**src/rtl/force_reduce_drain.sv**
```systemverilog
// Drains force packets from the upstream FIFO and merges consecutive same-id packets
// into one reduced record per run. Define REDUCE_SAT_EN for saturating sums plus sat_flag.
module force_reduce_drain #(
    parameter int unsigned ID_WIDTH  = 16,
    parameter int unsigned F_WIDTH   = 16,
    parameter int unsigned ACC_WIDTH = 24,
    parameter int unsigned CNT_WIDTH = 8,
    parameter int unsigned PKT_WIDTH = ID_WIDTH + 3 * F_WIDTH
) (
    input  logic                 clk,
    input  logic                 rst,
    input  logic [PKT_WIDTH-1:0] buf_out,
    input  logic                 buf_empty,
    output logic                 buf_consume,
    input  logic                 flush,
    output logic [ID_WIDTH-1:0]  out_id,
    output logic [ACC_WIDTH-1:0] out_fx,
    output logic [ACC_WIDTH-1:0] out_fy,
    output logic [ACC_WIDTH-1:0] out_fz,
    output logic [CNT_WIDTH-1:0] out_cnt,
    output logic                 out_valid,
    input  logic                 out_ready,
    output logic                 busy,
    output logic                 flush_done
`ifdef REDUCE_SAT_EN
    ,
    output logic                 sat_flag
`endif
);

    typedef enum logic {S_IDLE, S_ACCUM} state_e;

    state_e                 state_q, state_d;
    logic [ID_WIDTH-1:0]    id_q, id_d;
    logic [ACC_WIDTH-1:0]   ax_q, ax_d, ay_q, ay_d, az_q, az_d;
    logic [CNT_WIDTH-1:0]   cnt_q, cnt_d;
    logic                   rd_vld_q;
    logic                   hold_vld_q, hold_vld_d;
    logic [PKT_WIDTH-1:0]   hold_pkt_q, hold_pkt_d;
    logic                   oval_q, oval_d;
    logic [ID_WIDTH-1:0]    oid_q, oid_d;
    logic [ACC_WIDTH-1:0]   ox_q, ox_d, oy_q, oy_d, oz_q, oz_d;
    logic [CNT_WIDTH-1:0]   ocnt_q, ocnt_d;
    logic                   fpend_q, fpend_d;
    logic                   fdone_q, fdone_d;

    logic                   stall, slot_free, pkt_vld;
    logic [PKT_WIDTH-1:0]   pkt;
    logic [ID_WIDTH-1:0]    p_id;
    logic [F_WIDTH-1:0]     p_fx, p_fy, p_fz;
    logic [ACC_WIDTH-1:0]   sum_x, sum_y, sum_z;

    function automatic logic [ACC_WIDTH-1:0] sext(input logic [F_WIDTH-1:0] v);
        return ACC_WIDTH'($signed(v));
    endfunction

    function automatic logic ovf(input logic [ACC_WIDTH-1:0] a, input logic [F_WIDTH-1:0] b);
        logic [ACC_WIDTH-1:0] be, s;
        be = sext(b);
        s  = a + be;
        return (a[ACC_WIDTH-1] == be[ACC_WIDTH-1]) && (s[ACC_WIDTH-1] != a[ACC_WIDTH-1]);
    endfunction

    function automatic logic [ACC_WIDTH-1:0] add_comp(input logic [ACC_WIDTH-1:0] a,
                                                      input logic [F_WIDTH-1:0]   b);
        logic [ACC_WIDTH-1:0] s;
        s = a + sext(b);
`ifdef REDUCE_SAT_EN
        if (ovf(a, b))
            s = a[ACC_WIDTH-1] ? {1'b1, {(ACC_WIDTH-1){1'b0}}} : {1'b0, {(ACC_WIDTH-1){1'b1}}};
`endif
        return s;
    endfunction

    assign stall       = oval_q & ~out_ready;
    assign slot_free   = ~stall;
    assign buf_consume = rst & ~buf_empty & ~hold_vld_q & ~stall & ~fpend_q;

    // A held packet always takes priority: the consume rule keeps rd_vld low while it waits.
    assign pkt_vld = hold_vld_q | rd_vld_q;
    assign pkt     = hold_vld_q ? hold_pkt_q : buf_out;
    assign p_id    = pkt[PKT_WIDTH-1 -: ID_WIDTH];
    assign p_fx    = pkt[3*F_WIDTH-1 -: F_WIDTH];
    assign p_fy    = pkt[2*F_WIDTH-1 -: F_WIDTH];
    assign p_fz    = pkt[F_WIDTH-1:0];
    assign sum_x   = add_comp(ax_q, p_fx);
    assign sum_y   = add_comp(ay_q, p_fy);
    assign sum_z   = add_comp(az_q, p_fz);

`ifdef REDUCE_SAT_EN
    logic sat_q, sat_d, sat_hit;
    assign sat_hit  = ovf(ax_q, p_fx) | ovf(ay_q, p_fy) | ovf(az_q, p_fz);
    assign sat_flag = sat_q;
`endif

    always_comb begin
        state_d    = state_q;
        id_d       = id_q;
        ax_d       = ax_q;
        ay_d       = ay_q;
        az_d       = az_q;
        cnt_d      = cnt_q;
        hold_vld_d = hold_vld_q;
        hold_pkt_d = hold_pkt_q;
        oval_d     = oval_q & ~out_ready;
        oid_d      = oid_q;
        ox_d       = ox_q;
        oy_d       = oy_q;
        oz_d       = oz_q;
        ocnt_d     = ocnt_q;
        fpend_d    = fpend_q;
        fdone_d    = 1'b0;
`ifdef REDUCE_SAT_EN
        sat_d      = sat_q;
`endif
        if (pkt_vld) begin
            if (state_q == S_ACCUM && p_id == id_q && cnt_q != '1) begin
                ax_d  = sum_x;
                ay_d  = sum_y;
                az_d  = sum_z;
                cnt_d = cnt_q + CNT_WIDTH'(1);
`ifdef REDUCE_SAT_EN
                sat_d = sat_q | sat_hit;
`endif
            end else if (state_q == S_IDLE || slot_free) begin
                if (state_q == S_ACCUM) begin
                    oval_d = 1'b1;
                    oid_d  = id_q;
                    ox_d   = ax_q;
                    oy_d   = ay_q;
                    oz_d   = az_q;
                    ocnt_d = cnt_q;
                end
                state_d    = S_ACCUM;
                id_d       = p_id;
                ax_d       = sext(p_fx);
                ay_d       = sext(p_fy);
                az_d       = sext(p_fz);
                cnt_d      = CNT_WIDTH'(1);
                hold_vld_d = 1'b0;
            end else begin
                hold_vld_d = 1'b1;
                hold_pkt_d = pkt;
            end
        end else if (fpend_q && (state_q == S_IDLE || slot_free)) begin
            if (state_q == S_ACCUM) begin
                oval_d = 1'b1;
                oid_d  = id_q;
                ox_d   = ax_q;
                oy_d   = ay_q;
                oz_d   = az_q;
                ocnt_d = cnt_q;
            end
            state_d = S_IDLE;
            fdone_d = 1'b1;
            fpend_d = 1'b0;
        end
        if (flush && !fpend_q)
            fpend_d = 1'b1;
    end

    always_ff @(posedge clk or negedge rst) begin
        if (!rst) begin
            state_q    <= S_IDLE;
            id_q       <= '0;
            ax_q       <= '0;
            ay_q       <= '0;
            az_q       <= '0;
            cnt_q      <= '0;
            rd_vld_q   <= 1'b0;
            hold_vld_q <= 1'b0;
            hold_pkt_q <= '0;
            oval_q     <= 1'b0;
            oid_q      <= '0;
            ox_q       <= '0;
            oy_q       <= '0;
            oz_q       <= '0;
            ocnt_q     <= '0;
            fpend_q    <= 1'b0;
            fdone_q    <= 1'b0;
`ifdef REDUCE_SAT_EN
            sat_q      <= 1'b0;
`endif
        end else begin
            state_q    <= state_d;
            id_q       <= id_d;
            ax_q       <= ax_d;
            ay_q       <= ay_d;
            az_q       <= az_d;
            cnt_q      <= cnt_d;
            rd_vld_q   <= buf_consume;
            hold_vld_q <= hold_vld_d;
            hold_pkt_q <= hold_pkt_d;
            oval_q     <= oval_d;
            oid_q      <= oid_d;
            ox_q       <= ox_d;
            oy_q       <= oy_d;
            oz_q       <= oz_d;
            ocnt_q     <= ocnt_d;
            fpend_q    <= fpend_d;
            fdone_q    <= fdone_d;
`ifdef REDUCE_SAT_EN
            sat_q      <= sat_d;
`endif
        end
    end

    assign out_valid  = oval_q;
    assign out_id     = oid_q;
    assign out_fx     = ox_q;
    assign out_fy     = oy_q;
    assign out_fz     = oz_q;
    assign out_cnt    = ocnt_q;
    assign flush_done = fdone_q;
    assign busy       = (state_q == S_ACCUM) | rd_vld_q | hold_vld_q | oval_q;

endmodule

```
**config.mk**
```make
export PLATFORM = sky130hd
export DESIGN_NAME = force_reduce_drain
export DESIGN_NICKNAME = d
export VERILOG_FILES = /design/src/rtl/force_reduce_drain.sv
export SDC_FILE = /design/constraint.sdc
export NUM_CORES = 1
export LEC_CHECK = 0
export CAP_MARGIN = 10
export CORE_MARGIN = 10
export CORE_UTILIZATION = 35
export CTS_CLUSTER_SIZE = 16
export DETAILED_ROUTE_END_ITERATION = 16
export HOLD_SLACK_MARGIN = 0.05
export PLACE_DENSITY = 0.61
export SLEW_MARGIN = 10
export SYNTH_ARGS = -nofsm -noshare
export SYNTH_HDL_FRONTEND = slang
export SYNTH_SLANG_ARGS = --single-unit
```
**constraint.sdc**
```tcl
create_clock -name clk -period 10.5 [get_ports clk]
set_clock_uncertainty 0.05 [all_clocks]
set_input_delay 1.575 -clock clk [delete_from_list [all_inputs] [get_ports clk]]
set_output_delay 1.575 -clock clk [all_outputs]
set_load 0.01 [all_outputs]
```
# Word-level counts from Yosys, hierarchy flattened
# Index checks and enable logic that the tools add are counted.
# op_classes
add_sub_neg	4
eq_ne	5
muxes	48
bitwise_logic	17
reduce_logical	15
# ops
cell	n
2-to-1 mux 24 bit	21
2-to-1 mux 16 bit	5
adder 24 bit	3
2-to-1 mux 64 bit	1
2-to-1 mux 8 bit	7
== test 16 bit	1
2-to-1 mux 1 bit	14
AND reduction 3 bit	3
adder 8 x 1 -> 8 bit (second input constant)	1
inequality test 8 bit (second input constant)	1
inverter 1 bit	8
AND reduction 2 bit	3
nonzero test 2 bit	3
AND 1 bit	5
logical AND 1 bit	4
inequality test 2 x 1 -> 1 bit (second input constant)	2
bitwise OR 1 bit	4
inequality test 2 bit (second input constant)	1
zero test 1 bit	1
logical OR 1 bit	1
# totals
regBits	262
elab_cells	106

# Logic depth before layout (Yosys ltp)
# Gate-level depths: netlist (run 1).
# depth
depth_word	8
mapped_depth	18

# Least setup slack after synthesis (run 1)
# No wires, ideal clock.
# synth_path
path_type	input to register
from	input buf_out[17]
to	register ay_q[23]
arrival_time_ns	4.466
path_slack_ns	5.918
path_stages	12
cell_sequence	mux2i_1 > inv_1 > ha_1 > a21o_1 > a21oi_1 > o21bai_1 > a2111oi_0 > or4_1 > a21oi_1 > or4_1 > a221oi_2 > a221o_1
# synth_between
elab_chain_cells	3
# synth_lines
element	line	text
start: declaration	12	input logic [PKT_WIDTH-1:0] buf_out,
2-to-1 mux 64 bit	81	assign pkt = hold_vld_q ? hold_pkt_q : buf_out;
net pkt[17]	48	logic [PKT_WIDTH-1:0] pkt;
adder 24 bit	67	s = a + sext(b);
2-to-1 mux 24 bit	117	if (state_q == S_ACCUM && p_id == id_q && cnt_q != '1) begin
end signal: assignment	188	ay_q <= ay_d;
end: declaration	35	logic [ACC_WIDTH-1:0] ax_q, ax_d, ay_q, ay_d, az_q, az_d;
# The timed path passes the listed nets, and every way through them passes these cells.
# A chain may end at the register's enable or synchronous reset.

# Final worst setup path (run 1)
# layout_path
from	input buf_out[53]
to	register oy_q[3] (netlist: out_fy[3])
# layout_between
elab_chain_cells	6
# layout_lines
element	line	text
2-to-1 mux 64 bit	81	
== test 16 bit	117	
logical AND 1 bit (2 in series)	117	
inequality test 2 bit (no line)	-	
AND reduction 3 bit (no line)	-	
end signal: assignment	197	oy_q <= oy_d;
end: declaration	42	logic [ACC_WIDTH-1:0] ox_q, ox_d, oy_q, oy_d, oz_q, oz_d;
# Every way passes these cells.

==> results of run 1 <==
-- layer usage --
| metal | vias up | share of wire, % | track usage, % |
|---|---|---|---|
| met3 | 52 | 6.3 | 4.05 |
| met5 | - | 0 | 0 |
| met2 | 185 | 46 | 25.5 |
| li1 | 5620 | - | - |
| met4 | 0 | 2.1 | 4.10 |
| met1 | 5430 | 45 | 18.8 |
-- critical path, delay by kind of cell --
| kind | cells | cell delay [ns] |
|---|---|---|
| multiplexers | 2 | 0.52 |
| XOR/XNOR | 1 | 0.35 |
| AO/OA/AOI/OAI | 1 | 0.18 |
| AND/OR/NAND/NOR | 5 | 1.33 |
| buffers and inverters | 3 | 1.71 |
-- per-stage QoR --
stage	hold slack (ns)	cell area [µm²]	power, µW
after CTS	0.432	18000	5210
after global routing	0.452	18000	5540
after floorplan	0.400	14700	3200
final	0.426	18000	5140
after global placement	0.411	16900	3960
after detailed placement	0.420	16900	4010
-- sequential cells by signal, indices dropped and copies added, names as in the netlist, 8 cells and up --
register and flops:
out_id 16, id_q 16, ax_q 24, out_fz 24
cnt_q 8, ay_q 24, out_fy 24, az_q 24
hold_pkt_q 64, out_fx 24, out_cnt 8
-- power breakdown --
part	switching [µW]	internal (µW)	leakage, µW
logic	1110	1110	0.00404
registers	315	1440	0.00326
clock network	432	721	0.000521
total	1860	3280	0.00782
-- cells in the mapped netlist (all sizes together) (3+ instances only) --
cell	number	area share (%)
o31ai	8	0.41
mux2	118	9.0
nor2b	10	0.43
nand2	165	4.2
a21oi	107	3.7
and4	3	0.18
nor4	10	0.57
o211ai	10	0.51
o21ai	160	5.4
ha	70	6.0
mux2i	67	4.6
o21bai	3	0.15
a31oi	11	0.47
a21o	25	1.3
buf	25	1.1
nand4	10	0.43
o21a	12	0.61
o311ai	3	0.18
a2111oi	3	0.18
nor2	109	2.8
nand2b	16	0.68
or3	4	0.17
dfrtp	262	45
xor2	15	0.89
a211oi	5	0.26
inv	66	1.7
and3	10	0.43
and2	4	0.17
fa	3	0.41
nor3	25	0.85
clkbuf	42	1.1
or4	6	0.33
nand3	23	0.78
or2	7	0.30
xnor2	50	3.0
a221o	3	0.20
nor3b	5	0.26
a21boi	4	0.20
-- cell type report --
type,count,area [µm²],area share (%)
multi-input combinational,1109,7630,42.4
sequential,262,6560,36.5
timing repair buffer,179,1780,9.90
clock buffer,39,823,4.58
tap,539,674,3.75
clock inverter,15,268,1.49
inverter,66,248,1.38
-- worst max path at each step --
stage                            from                      to  slack [ns]  cells past startpoint
after floorplan           buf_out[17]    ay_q[23]$_DFFE_PN0P_        5.92                     12
after global placement    buf_out[53]   out_fy[1]$_DFFE_PN0P_        4.65                     12
after detailed placement  buf_out[53]   out_fy[6]$_DFFE_PN0P_        4.52                     12
after CTS                 buf_out[53]  out_id[12]$_DFFE_PN0P_        5.13                     12
after global routing      buf_out[53]  out_fx[16]$_DFFE_PN0P_        4.85                     12
final                     buf_out[53]   out_fy[3]$_DFFE_PN0P_        5.15                     12
-- cells by family (layout without fill, tap and decap cells) --
kind of cell / Yosys count / in the layout / share of synthesized area, %
adder cells (fa/ha/maj): 73 / 73 / 6.36
AO/OA/AOI/OAI: 376 / 376 / 14.9
AND/OR/NAND/NOR: 410 / 410 / 12.8
multiplexers: 185 / 185 / 13.7
XOR/XNOR: 65 / 65 / 3.87
buffers and inverters: 133 / 299 / 3.85
flip-flops: 262 / 262 / 44.6
==> flow_summary_export.csv, run 1 <==
group,metric,value,unit
status,status,"finished, final reports clean",
power,p_per_area,285,nW/µm²
routing,dr.pass1.iters,4,
setup_path,timing.rr.start,"hold_vld_q$_DFFE_PN0P_",
global_routing,gr-usage-all-layers,15.2,%
synthesis,syn_inst,1504,
sta,fin_tns_setup,0,ns
setup_path,reg2regPathDepth,14,
clock_network,cts_max_level,1,
synthesis,synth_edf_count,0,
sta,min_period,5.35,ns
setup_path,critPathLaunchType,"input pin",
cells_and_area,layout.nets,1789,
hold_path,holdCritPathClass,"reg2reg",
clock_network,cts_made_buffers,29,
setup_path,end_kind,"flip-flop",
sta,hold_violations,0,
clock_network,cts_setup_buffers,0,
clock_network,cts_hold_buf,0,
synthesis,syn_area,14700,µm²
global_routing,antenna_found_initial,0,
setup_path,critPathMaxStageDelay,0.90,ns
power,irDropWorstVdd,0.132,mV
floorplanning,start_util,35.2,%
hold_path,worstHoldEndpoint,"hold_pkt_q[20]$_DFFE_PN0P_",
global_routing,grt_max_degree,141,
setup_path,cp_max_fo,68,
setup_path,path_class,"in2reg",
routing,viasPerCell,5.11,
setup_path,r2r_end,"ay_q[23]$_DFFE_PN0P_",
floorplanning,die_y,225,µm
sta,rsz0062_at_grt,"no",
cells_and_area,nFillCells,3924,
synthesis,seq_area_frac_synth,44.6,%
synthesis,syn_area_per_cell,9.78,µm²
synthesis,synthFlopType,"dfrtp_1",
clock_network,clkLatencyLatePin,0.58,ns
power,power.leakage,0.00782,µW
clock_network,clk_path_buf_depth,3,
hold_path,holdCritStartpoint,"hold_pkt_q[20]$_DFFE_PN0P_",
cells_and_area,fin_util,43.1,%
floorplanning,ios,169,
place,gp_congestion,0.830,
clock_network,cts_tree,"done",
cells_and_area,final_common_cell,"dfrtp_1",
cells_and_area,drive_gt1_share,9.70,%
place,pre_cts_ws,4.52,ns
cells_and_area,layout_common_cells,"dfrtp_1, clkdlybuf4s50_1, nand2_1",
setup_path,ff2ff_setup_slack,5.51,ns
synthesis,yosys_warnings,0,
floorplanning,core_area,41800,µm²
setup_path,cp.arrival,5.75,ns
floorplanning,die_w,225,µm
routing,first_iter_violations,566,
sta,drv_slew,0,
global_routing,grt_pass1_vias,11600,
routing,ant_nets,0,
place,placement.io_buffers,168,
cells_and_area,final_cells,2209,
floorplanning,die_area,50600,µm²
place,dp.cells,2155,
sta,tightestPinTransition,1.00,ns
setup_path,crit_slowest_cell,"buf_4",
synthesis,synth_fp_nets,1646,
sta,post-route-period-util,50.9,%
routing,drc_errors,0,
cells_and_area,antennaDiodeCount,0,
job,max_cap_viol_count,0,
synthesis,synth-async-reset-ratio,100,%
setup_path,cp_common_cell,"buf_4",
synthesis,synth_seq_cells,262,
clock_network,cts-root-buf,"clkbuf_16",
hold_path,hold_depth,2,
place,dp_hpwl,26900,µm
routing,vias,11300,
routing,wl_per_cell,17.3,µm
routing,routed_wl,38300,µm
clock_network,path_clk_slew,0.06,ns
cells_and_area,syn_to_final_growth,22.3,%
sta,fmax,0.187,GHz
global_routing,grt_first_pass_wirelength,62700,µm
clock_network,cts.sinks,262,
setup_path,path_cells,"clkdlybuf4s50_1, mux2i_1, xnor2_1, nor4_1, nand3_1, nor4_4, buf_4, nand2_1, o211ai_1, nor2_4, buf_4, mux2_2",
sta,finalSetupViolations,0,
synthesis,synthDistinctLibCells,67,
sta,setup_ws,5.15,ns
global_routing,globalRouteOverflowTotal,0,
sta,relSlewSlack,33.2,%
floorplanning,row_count,75,
clock_network,cts_resized,0,
setup_path,required,10.91,ns
Note: power is estimated with default switching activity, not from simulation.
==> inputs of run 2 (changes only) <==
--- a/config.mk
+++ b/config.mk
@@ -11,7 +11,7 @@
 export CTS_CLUSTER_SIZE = 16
 export DETAILED_ROUTE_END_ITERATION = 16
 export HOLD_SLACK_MARGIN = 0.05
-export PLACE_DENSITY = 0.61
+export PLACE_DENSITY = 0.63
 export SLEW_MARGIN = 10
 export SYNTH_ARGS = -nofsm -noshare
 export SYNTH_HDL_FRONTEND = slang
==> constraint.sdc (replaced) <==
create_clock -name clk -period 4.9 [get_ports clk]
set_clock_uncertainty 0.05 [all_clocks]
set_input_delay 0.735 -clock clk [delete_from_list [all_inputs] [get_ports clk]]
set_output_delay 0.735 -clock clk [all_outputs]
set_load 0.01 [all_outputs]
==> run 2 against run 1 <==
Net effect: utilization hardly changed; first-iteration DRC count is 30% higher; sequential power is 110% higher; largest power group unchanged; worst hold slack better by 0.0026 ns; critical endpoint is now ax_q[22]$_DFFE_PN0P_; combinational power is 120% higher; final cell count is 0.59% higher.
==> flow_summary_export.csv, run 2 (synthesis gave the netlist of run 1 again) <==
group,metric,value,unit
cells_and_area,top_register,"hold_pkt_q",
cells_and_area,final_common_cell,"dfrtp_1",
cells_and_area,layout.nets,1806,
place,gp_congestion,0.859,
cells_and_area,antennaDiodeCount,0,
routing,vias,11400,
global_routing,grt_max_degree,97,
sta,fmax,0.236,GHz
floorplanning,die_y,225,µm
global_routing,gr-usage-all-layers,15.4,%
sta,setup_ws,0.670,ns
power,irDropWorstVdd,0.342,mV
floorplanning,start_util,35.2,%
sta,post-route-period-util,86.3,%
sta,rsz0062_at_grt,"no",
setup_path,critPathLaunchType,"flip-flop",
setup_path,path_class,"reg2reg",
cells_and_area,fin_util,43.1,%
place,dp_hpwl,27400,µm
routing,viasPerCell,5.11,
clock_network,clkLatencyLatePin,0.57,ns
clock_network,cts_made_buffers,30,
global_routing,grt_first_pass_wirelength,64000,µm
sta,hold_violations,0,
floorplanning,ios,169,
global_routing,antenna_found_initial,0,
place,placement.io_buffers,168,
power,p_per_area,593,nW/µm²
clock_network,cts_tree,"done",
sta,finalSetupViolations,0,
cells_and_area,drive_gt1_share,10.0,%
setup_path,cp.arrival,4.62,ns
global_routing,globalRouteOverflowTotal,0,
routing,ant_nets,0,
routing,wl_per_cell,17.6,µm
cells_and_area,largest_reg_flops,64,
cells_and_area,nFillCells,4031,
setup_path,end_kind,"flip-flop",
floorplanning,core_area,41800,µm²
sta,drv_slew,0,
hold_path,holdCritPathClass,"reg2reg",
cells_and_area,seq_area,6560,µm²
global_routing,grt_pass1_vias,11500,
power,p_total,10700,µW
routing,routed_wl,39100,µm
clock_network,cts_max_level,1,
clock_network,cts-root-buf,"clkbuf_16",
power,power.leakage,0.00785,µW
floorplanning,die_w,225,µm
routing,drc_errors,0,
floorplanning,row_count,75,
routing,first_iter_violations,734,
cells_and_area,multi_input_area,7630,µm²
sta,relSlewSlack,41.4,%
sta,tightestPinTransition,0.879,ns
cells_and_area,layout_common_cells,"dfrtp_1, clkdlybuf4s50_1, nand2_1",
status,status,"finished, final reports clean",
setup_path,cp_max_fo,21,
clock_network,cts.sinks,262,
routing,dr.pass1.iters,4,
setup_path,required,5.29,ns
job,max_cap_viol_count,0,
clock_network,clk_path_buf_depth,3,
sta,fin_tns_setup,0,ns
clock_network,path_clk_slew,0.06,ns
sta,min_period,4.23,ns
place,pre_cts_ws,0.444,ns
floorplanning,die_area,50600,µm²
cells_and_area,syn_to_final_growth,22.2,%
-- run 2: changes by cell type in the layout (fill, tap and decap cells not counted), sizes merged --
cell / delta
clkbuf: +7
dlygate4sd3: +1
clkinvlp: -4
inv: -1
bufinv: -7
clkinv: +2
buf: +15
-- run 2: worst paths after layout --
check / slack [ns] / endpoint / start / cells past startpoint
hold reg to reg: 0.43 / hold_pkt_q[22]$_DFFE_PN0P_ / hold_pkt_q[22]$_DFFE_PN0P_ / 2
min in group asynchronous: 0.53 / out_fy[1]$_DFFE_PN0P_ / rst / 2
max in group asynchronous: 3.14 / hold_vld_q$_DFFE_PN0P_ / rst / 3
hold / removal: 0.43 / hold_pkt_q[22]$_DFFE_PN0P_ / hold_pkt_q[22]$_DFFE_PN0P_ / 2
setup / recovery: 0.67 / ax_q[22]$_DFFE_PN0P_ / hold_vld_q$_DFFE_PN0P_ / 14
setup reg to reg: 0.67 / ax_q[22]$_DFFE_PN0P_ / hold_vld_q$_DFFE_PN0P_ / 14
-- run 2: what timing repair did --
item	in CTS	in global routing
hold buffers	1	0
hold endpoints to repair	11	0
buffers inserted	0	0
resized for setup	0	0
-- run 2: per-layer routing --
metal / track usage [%] / part of all wire, % / routed length [µm] / vias up
met2: 26.0 / 47 / 18200 / 217
met4: 2.76 / 1.6 / 634 / 0
met3: 3.55 / 5.6 / 2180 / 48
li1: - / - / - / 5638
met1: 20.0 / 46 / 18100 / 5452
met5: 0 / 0 / 0 / -
-- run 2: layout make-up --
cell class	instances	area share, %
multi-input combinational	1109	42.5
timing repair buffer	195	10.8
clock buffer	46	4.96
tap	539	3.75
inverter	66	1.38
sequential	262	36.5
clock inverter	5	0.139
-- run 2: power breakdown --
part           switching, µW  internal (µW)
registers                636           3090
clock network            879           1230
logic                   2410           2410
total                   3930           6740
-- run 2: stage by stage --
stage,hold slack [ns],cell area [µm²],instances
6_report,0.429,18000,2222
3_5_place_dp,0.420,17000,2169
3_3_place_gp,0.411,17000,2169
5_1_grt,0.448,18000,2222
4_1_cts,0.433,18000,2221
2_1_floorplan,0.389,14700,1504
-- run 2: worst max-delay path: stages, from the launching register on --
cell and delay (ns):
dfrtp_4 0.71, buf_4 0.35, mux2i_1 0.34, inv_1 0.10, ha_1 0.35, nor2b_1 0.18, o31ai_1 0.44, a2111oi_0 0.25
buf_4 0.20, o311ai_0 0.49, a21oi_1 0.12, o21ai_0 0.20, nand2b_1 0.10, xnor2_1 0.14, o21ai_1 0.07
==> inputs of run 3 (changes only) <==
--- a/config.mk
+++ b/config.mk
@@ -5,6 +5,7 @@
 export SDC_FILE = /design/constraint.sdc
 export NUM_CORES = 1
 export LEC_CHECK = 0
+export ABC_AREA = 0
 export CAP_MARGIN = 10
 export CORE_MARGIN = 10
 export CORE_UTILIZATION = 35
==> results of run 3 <==
The final DEF is identical to that of run 2; final timing and power are the same.
